$ cat src/rtl/mem_arb_pkg.sv
// Shared definitions for the memory-port arbiter: FSM state encoding,
// requester IDs, RW polarity and the default fetch opcode.
package mem_arb_pkg;

    typedef enum logic [2:0] {
        ST_IDLE     = 3'd0,
        ST_ISSUE    = 3'd1,
        ST_WAIT_MOC = 3'd2,
        ST_DONE     = 3'd3,
        ST_RELEASE  = 3'd4
    } arb_state_t;

    typedef enum logic {
        REQ_IF = 1'b0,
        REQ_D  = 1'b1
    } req_id_t;

    localparam logic RW_READ  = 1'b1;
    localparam logic RW_WRITE = 1'b0;

    // lw opcode: fetches are always full-word reads
    localparam logic [5:0] IF_OPC_DEFAULT = 6'b100011;

endpackage

$ cat src/rtl/mem_arb_rr.sv
// Two-way round-robin pick between fetch and data requesters.
// Purely combinational; the last-grant register lives in the parent.
//   if_req, d_req : request levels
//   last_grant    : requester served most recently
//   valid_c       : at least one request present
//   grant_c       : requester to serve next
module mem_arb_rr
    import mem_arb_pkg::*;
(
    input  logic    if_req,
    input  logic    d_req,
    input  req_id_t last_grant,
    output logic    valid_c,
    output req_id_t grant_c
);

    always_comb begin
        valid_c = if_req | d_req;
        grant_c = REQ_IF;
        if (if_req && d_req) begin
            // tie: serve whoever did not go last
            grant_c = (last_grant == REQ_IF) ? REQ_D : REQ_IF;
        end else if (d_req) begin
            grant_c = REQ_D;
        end
    end

endmodule

$ cat src/rtl/mem_port_arbiter.sv
// Shares the single RAM MOV/MOC/RW port between instruction fetch and
// load/store. One outstanding transaction at a time, round-robin on ties.
// Ports:
//   clk, reset            : clock, async active-low reset
//   if_req/if_addr        : fetch request; if_rdata/if_done return
//   d_req/d_rw/d_addr/d_wdata/d_opc : data request; d_rdata/d_done return
//   mem_mov/mem_rw/mem_addr/mem_wdata/mem_opc : RAM command
//   mem_rdata/mem_moc     : RAM response
//   busy                  : arbiter not idle
//   err                   : sticky MOC timeout (only with MEM_TIMEOUT_EN)
// Build option: define MEM_TIMEOUT_EN to add the MOC watchdog and err port.
module mem_port_arbiter
    import mem_arb_pkg::*;
#(
    parameter int unsigned     ADDR_W         = 9,
    parameter int unsigned     DATA_W         = 32,
    parameter int unsigned     OPC_W          = 6,
    parameter logic [OPC_W-1:0] IF_OPC        = OPC_W'(IF_OPC_DEFAULT),
    parameter int unsigned     TIMEOUT_CYCLES = 16
) (
    input  logic              clk,
    input  logic              reset,
    input  logic              if_req,
    input  logic [ADDR_W-1:0] if_addr,
    output logic [DATA_W-1:0] if_rdata,
    output logic              if_done,
    input  logic              d_req,
    input  logic              d_rw,
    input  logic [ADDR_W-1:0] d_addr,
    input  logic [DATA_W-1:0] d_wdata,
    input  logic [OPC_W-1:0]  d_opc,
    output logic [DATA_W-1:0] d_rdata,
    output logic              d_done,
    output logic              mem_mov,
    output logic              mem_rw,
    output logic [ADDR_W-1:0] mem_addr,
    output logic [DATA_W-1:0] mem_wdata,
    output logic [OPC_W-1:0]  mem_opc,
    input  logic [DATA_W-1:0] mem_rdata,
    input  logic              mem_moc,
`ifdef MEM_TIMEOUT_EN
    output logic              busy,
    output logic              err
`else
    output logic              busy
`endif
);

    // reject a zero watchdog limit
    if (TIMEOUT_CYCLES == 0) begin : g_bad_timeout
        $error("TIMEOUT_CYCLES must be nonzero");
    end

    arb_state_t        state_q, state_d;
    req_id_t           grant_q, grant_d;
    req_id_t           last_grant_q, last_grant_d;
    logic              rr_valid_c;
    req_id_t           rr_grant_c;

    logic              mov_d, rw_d, if_done_d, d_done_d, busy_d;
    logic [ADDR_W-1:0] addr_d;
    logic [DATA_W-1:0] wdata_d, if_rdata_d, d_rdata_d;
    logic [OPC_W-1:0]  opc_d;

`ifdef MEM_TIMEOUT_EN
    localparam int unsigned CNT_W = $clog2(TIMEOUT_CYCLES) + 1;
    logic [CNT_W-1:0]  wd_cnt_q, wd_cnt_d;
    logic              err_d;
`endif

    mem_arb_rr u_rr (
        .if_req     (if_req),
        .d_req      (d_req),
        .last_grant (last_grant_q),
        .valid_c    (rr_valid_c),
        .grant_c    (rr_grant_c)
    );

    // next-state and next-output logic
    always_comb begin
        state_d      = state_q;
        grant_d      = grant_q;
        last_grant_d = last_grant_q;
        mov_d        = mem_mov;
        rw_d         = mem_rw;
        addr_d       = mem_addr;
        wdata_d      = mem_wdata;
        opc_d        = mem_opc;
        if_rdata_d   = if_rdata;
        d_rdata_d    = d_rdata;
        if_done_d    = 1'b0;
        d_done_d     = 1'b0;
`ifdef MEM_TIMEOUT_EN
        wd_cnt_d     = wd_cnt_q;
        err_d        = err;
`endif
        unique case (state_q)
            ST_IDLE: begin
                // stale MOC here is deliberately ignored
                if (rr_valid_c) begin
                    grant_d = rr_grant_c;
                    if (rr_grant_c == REQ_IF) begin
                        rw_d    = RW_READ;
                        addr_d  = if_addr;
                        wdata_d = '0;
                        opc_d   = IF_OPC;
                    end else begin
                        rw_d    = d_rw;
                        addr_d  = d_addr;
                        wdata_d = d_wdata;
                        opc_d   = d_opc;
                    end
                    state_d = ST_ISSUE;
                end
            end
            ST_ISSUE: begin
                mov_d   = 1'b1;
                state_d = ST_WAIT_MOC;
`ifdef MEM_TIMEOUT_EN
                wd_cnt_d = '0;
`endif
            end
            ST_WAIT_MOC: begin
                if (mem_moc) begin
                    if (mem_rw != RW_WRITE) begin
                        if (grant_q == REQ_IF) begin
                            if_rdata_d = mem_rdata;
                        end else begin
                            d_rdata_d = mem_rdata;
                        end
                    end
                    mov_d   = 1'b0;
                    state_d = ST_DONE;
                end
`ifdef MEM_TIMEOUT_EN
                else if (wd_cnt_q == CNT_W'(TIMEOUT_CYCLES - 1)) begin
                    // give up: complete without data and flag the error
                    mov_d        = 1'b0;
                    if_done_d    = (grant_q == REQ_IF);
                    d_done_d     = (grant_q == REQ_D);
                    last_grant_d = grant_q;
                    err_d        = 1'b1;
                    state_d      = ST_RELEASE;
                end else begin
                    wd_cnt_d = wd_cnt_q + CNT_W'(1);
                end
`endif
            end
            ST_DONE: begin
                if_done_d    = (grant_q == REQ_IF);
                d_done_d     = (grant_q == REQ_D);
                last_grant_d = grant_q;
                state_d      = ST_RELEASE;
            end
            ST_RELEASE: begin
                // RAM must deassert MOC before the next transaction
                if (!mem_moc) begin
                    state_d = ST_IDLE;
                end
            end
            default: begin
                state_d = ST_IDLE;
                mov_d   = 1'b0;
            end
        endcase
        busy_d = (state_d != ST_IDLE);
    end

    // state and output registers
    always_ff @(posedge clk or negedge reset) begin
        if (!reset) begin
            state_q      <= ST_IDLE;
            grant_q      <= REQ_IF;
            last_grant_q <= REQ_D;
            mem_mov      <= 1'b0;
            mem_rw       <= 1'b0;
            mem_addr     <= '0;
            mem_wdata    <= '0;
            mem_opc      <= '0;
            if_rdata     <= '0;
            d_rdata      <= '0;
            if_done      <= 1'b0;
            d_done       <= 1'b0;
            busy         <= 1'b0;
`ifdef MEM_TIMEOUT_EN
            wd_cnt_q     <= '0;
            err          <= 1'b0;
`endif
        end else begin
            state_q      <= state_d;
            grant_q      <= grant_d;
            last_grant_q <= last_grant_d;
            mem_mov      <= mov_d;
            mem_rw       <= rw_d;
            mem_addr     <= addr_d;
            mem_wdata    <= wdata_d;
            mem_opc      <= opc_d;
            if_rdata     <= if_rdata_d;
            d_rdata      <= d_rdata_d;
            if_done      <= if_done_d;
            d_done       <= d_done_d;
            busy         <= busy_d;
`ifdef MEM_TIMEOUT_EN
            wd_cnt_q     <= wd_cnt_d;
            err          <= err_d;
`endif
        end
    end

endmodule

$ cat config.mk
export PLATFORM = sky130hd
export DESIGN_NAME = mem_port_arbiter
export DESIGN_NICKNAME = d
export VERILOG_FILES = /design/src/rtl/mem_arb_pkg.sv /design/src/rtl/mem_arb_rr.sv /design/src/rtl/mem_port_arbiter.sv
export SDC_FILE = /design/constraint.sdc
export NUM_CORES = 1
export LEC_CHECK = 0
export ABC_AREA = 1
export BUFFER_PORTS_ARGS = -buffer_cell sky130_fd_sc_hd__clkbuf_2
export CORE_MARGIN = 2
export CORE_UTILIZATION = 48
export DETAILED_ROUTE_END_ITERATION = 16
export PLACE_DENSITY = 0.85
export SLEW_MARGIN = 20
export SYNTH_ARGS = -nofsm -noshare
export SYNTH_HDL_FRONTEND = slang
export SYNTH_SLANG_ARGS = --single-unit
$ cat constraint.sdc
create_clock -name clk -period 1.5 [get_ports clk]
set_input_delay 0.15 -clock clk [delete_from_list [all_inputs] [get_ports clk]]
set_output_delay 0.15 -clock clk [all_outputs]
set_load 0.05 [all_outputs]
# == Word level (Yosys, flattened, before mapping) ==
# Cells that the tools add are included.
# Widths: inputs -> output; s select.
# word_totals
ff_bits,121
inputBits,94
out_inout_bits,116
word_cells,44
# op_classes
n_eq_ne,5
n_mux,15
n_bitwise,3
n_reduce_logical,8
# ops
cell,n
$mux 32,1
$pmux 3 s5,1
$mux 3,3
$mux 9,1
$reduce_and 4->1,2
$mux 1,7
$eq 3x2->1 const B,2
$mux 6,1
$reduce_and 2->1,2
$eq 3x1->1 const B,1
$eq 3x3->1 const B,1
$logic_not 3->1,1
$pmux 1 s3,1
$reduce_bool 3->1,1
$reduce_or 3->1,1
$ne 2x2->1 const B,1
$not 1->1,2
$logic_and 1x1->1,1
$or 1x1->1,1

# == Longest topological paths before layout ==
# depth
ltp_word,4
mapped_depth,7
ltp_nobuf,6

# == Cells and area by module ==
# Synthesis repeated with hierarchy kept, for this count alone.
# hier_totals
cells_unflattened,563
area_unflattened_um2,4917.2
# by_module_without_submodules
module,instances,cells_each,area_each_um2
mem_port_arbiter,1,560,4902.2
mem_arb_rr,1,3,15.0

# == Least setup slack after synthesis ==
# Ideal clock, no wire load.
# synth_path
kind,register to register
startpoint,register mem_rw
endpoint,register if_rdata[10]
arrival_ns,1.334
t_required_ns,1.381
slack_ns,0.047
path_stages_with_launch,7
n_path_buf,1
period_less_slack_ns,1.453
path_cell_list,dfrtp_1 nand2_1 nor2_4 nand2_4 buf_6 nand2_1 nand2_1
# synth_via
elab_chain_len,1
# synth_lines
item,line,source
"start, declared",mem_port_arbiter.sv:35,"output logic mem_rw,"
"start signal, assigned",mem_port_arbiter.sv:194,mem_rw <= rw_d;
$reduce_and 4->1 (no line),-,
"end signal, assigned",mem_port_arbiter.sv:198,if_rdata <= if_rdata_d;
"end, declared",mem_port_arbiter.sv:25,"output logic [DATA_W-1:0] if_rdata,"
# No other way between the ends.
# A chain may end at the register's enable or synchronous reset.

# == Worst setup path after layout ==
# layout_path
startpoint,register mem_rw
endpoint,output port mem_rw
# No word-level cell between the ends.

==> summary.md <==
| Metric | Value |
|---|---|
| Worst Setup End Kind | `output pin` |
| Avg WL per Cell | `16.41 microns` |
| Leading area contributor after synthesis | `dfrtp_1` |
| Simple-Gate Fraction of Synth Area | `0.2684` |
| Slew margin rel. | `0.5729` |
| Initial antenna violation count | `0` |
| Max_cap viols | `0` |
| Reg2reg setup slack | `0.11 ns` |
| FF-to-FF path depth | `7` |
| Count leader, synth | `nand2_1` |
| DR pass1 iterations | `6` |
| Core area | `0.01018 sq mm` |
| Worst vdd ir | `0.001647 V` |
| Fin crit period | `1.439 ns` |
| Crit-path slowest cell | `dfrtp_1` |
| Worst skew pair latency | `0.51 ns` |
| Die X | `105.9 microns` |
| DRC | `0` |
| Outcome | `completed` |
| Hold violation count in the final report | `0` |
| Top cell type's share of synthesized area | `0.6021` |
| Synth Area in Compound Gates | `0.07401` |
| Syn nets | `653` |
| CP Launch Type | `flop` |
| Fmax | `695.1 MHz` |
| Row count | `37` |
| Vias per cell | `5.231` |
| Remaining antenna violation count | `0` |
| Final TNS setup | `0 ns` |
| Period utilization | `0.9590` |
| Yosys cell types | `20` |
| Total track usage | `0.3049` |
| CTS Buf Count | `17` |
| Crit-path max FO | `4` |
| Port bufs | `209` |
| Layout Skew | `0.009034 ns` |
| WHS Endpoint | `mem_addr[7]$_DFFE_PN0P_` |
| Fillers | `691` |
| Post-Synth Adder-Cell Area | `0` |
| Ys flop type | `dfrtp_1` |
| Starting Density | `0.4897` |
| Post-synthesis cell area | `0.004987 sq mm` |
| First-pass GRT wire length | `26.57 mm` |
| Worst r2r src | `last_grant_q$_DFFE_PN1N_` |
| Clock root buffer | `clkbuf_8` |
| Post-synthesis sequential area ratio | `0.6074` |
| Final wirelength | `16.59 mm` |
| Final setup viols | `0` |
| # diodes | `0` |
| Internal | `9.135 mW` |
| Largest family of logic cells by synthesized area | `simple AND/OR/NAND/NOR gates` |
| Vias in the first global route | `5414` |
| Slowest stage delay, CP | `0.45 ns` |
| Layout cell share with drive strength beyond 1 | `0.3120` |
| Die area | `0.01122 sq mm` |
| Clock buffer depth | `2` |
| Crit path arrival time | `1.29 ns` |
| Average cell area after synthesis | `8.922 sq um` |
| Switching power total | `9.431 mW` |
| Slack of the critical path | `0.06143 ns` |
| Worst-path clk slew | `0.06 ns` |
| Switch share | `0.5080` |
| Post-Synth XOR/XNOR Area | `0` |
| Final slew viol count | `0` |
| IO Pins | `210` |
| Placed Instances | `885` |
| Critical path cell sequence | `clkbuf_2` |
| Worst-margin pin slew | `0.6407 ns` |
| HP Class | `primary input to flop` |
| Via count of the routed design | `5289` |
| Combinational Power Share | `0.502` |
| Nets | `956` |
| GP Congestion | `0.8366` |
| Worst reg2reg path endpoint | `mem_addr[4]$_DFFE_PN0P_` |
| Iter 0 DRT Violations | `549` |
| Min-Delay Path Depth | `6` |
| Pwr dens | `2401 mW/mm^2` |
| Multiplexer share of the synthesized area | `0` |
| CP bufs+invs | `1` |
| Seq cells post-synth | `121` |
| Synth top cells by count | `nand2_1 (258), dfrtp_1 (120), nand3_1 (43)` |
| Area Growth Syn to Fin | `55.04%` |
| Top Family by Delay on Critical Path | `flip-flops` |
| Detailed placement HPWL | `9.085 mm` |
| GR Overflow Total | `0` |
| Pre-CTS setup slack | `0.06728 ns` |
| CTS tree | `yes` |
| Pin count of the biggest net entering global routing | `122` |
| Crit Path Class | `flop to output pin` |
| Worst path required time | `1.35 ns` |
| Clk pwr share | `0.208` |
| Clock Sinks | `121` |
| Reg power frac | `0.290` |
| Final Power | `18.57 mW` |
| HP Start | `d_req` |
| Number of synthesized flops with an enable pin | `0` |
| Number of cells produced by synthesis | `559` |
| Die Ht | `105.9 microns` |
| Leakage | `4.176 nW` |
| Non-filler instance count after layout | `1011` |
| Yosys warns | `0` |
| Synth area leaders | `dfrtp_1 (60%), nand2_1 (19%), nand3_1 (4.3%)` |
| H-tree depth | `4` |
| Asr flop ratio synth | `1.000` |
## metrics by stage
stage | utilization | hold slack (ns) | instance area [sq um]
6_report | 0.7592 | 0.1993 | 7732
5_1_grt | 0.7592 | 0.1970 | 7732
4_1_cts | 0.7532 | 0.1561 | 7671
3_3_place_gp | 0.6081 | 0.2881 | 6193
3_5_place_dp | 0.6081 | 0.3072 | 6193
2_1_floorplan | - | -0.1456 | 4987
## sequential cells by signal (all words and copies together) (netlist names)
signal,flops
busy,1
d_done,1
d_rdata,32
grant_q,1
if_done,1
if_rdata,32
last_grant_q,1
mem_addr,9
mem_mov,1
mem_opc,6
mem_rw,1
mem_wdata,32
state_q,3
## cells in the final DEF (no fill, tap or decap)
cell           count
nand2_1          258
clkbuf_2         208
dfrtp_1          120
dlygate4sd3_1     91
nand3_1           43
o21ai_1           41
o21ai_0           31
clkbuf_16         16
nor2_1            12
buf_12            10
buf_4              7
inv_1              6
clkinvlp_4         5
clkinv_2           4
nor2_4             3
inv_2              3
nand2_4            2
nand3_4            2
inv_6              2
bufinv_16          2
clkinv_4           2
nor2_2             1
o21ai_2            1
inv_4              1
nand2_8            1
nand2_2            1
clkbuf_8           1
dfstp_2            1
## routing by layer
metal	up-vias	wire length, microns	track usage
met5	-	0	0
met4	0	951	0.1805
met3	98	1276	0.08461
met2	342	8243	0.5129
met1	2461	6116	0.3479
li1	2388	-	-
## power groups by stage
stage | Clock [mW] | Sequential (mW) | Combinational, mW
6_report | 3.86 | 5.39 | 9.32
5_1_grt | 4.08 | 5.51 | 9.88
4_1_cts | 3.90 | 5.34 | 8.98
3_5_place_dp | 0 | 5.35 | 8.77
3_3_place_gp | 0 | 5.33 | 8.54
2_1_floorplan | 0 | 9.42 | 2.38
## final cells by class
cell class              count  area [sq um]  area share
repair buffers            316          2205      0.2851
multi-input cells         396          1722      0.2227
flip-flops and latches    121          3029      0.3917
clock inverters            15         152.6     0.01974
clock buffers              17         414.1     0.05356
well taps                 136         170.2     0.02201
inverters                  10         40.04    0.005178
## worst max path at each step
stage,start,to,cells past startpoint
2_1_floorplan,mem_rw$_DFFE_PN0P_,if_rdata[10]$_DFFE_PN0P_,6
3_3_place_gp,state_q[0]$_DFF_PN0_,mem_wdata[12]$_DFFE_PN0P_,5
3_5_place_dp,state_q[0]$_DFF_PN0_,mem_wdata[17]$_DFFE_PN0P_,5
4_1_cts,mem_rw$_DFFE_PN0P_,mem_rw,1
5_1_grt,state_q[2]$_DFF_PN0_,d_rdata[11]$_DFFE_PN0P_,5
6_report,mem_rw$_DFFE_PN0P_,mem_rw,1
## what timing repair did
item	in CTS	in global routing
buffers inserted	0	3
endpoints found under the setup margin	0	72
hold buffers	91	0
hold endpoints to repair	234	0
resized for setup	0	3
## logic make-up (layout without fill, tap and decap cells)
family	count (synthesis)	after routing
compound gates	73	73
buf+inv	42	358
flops	121	121
simple gates	323	323
(Power assumes the default switching activity.)
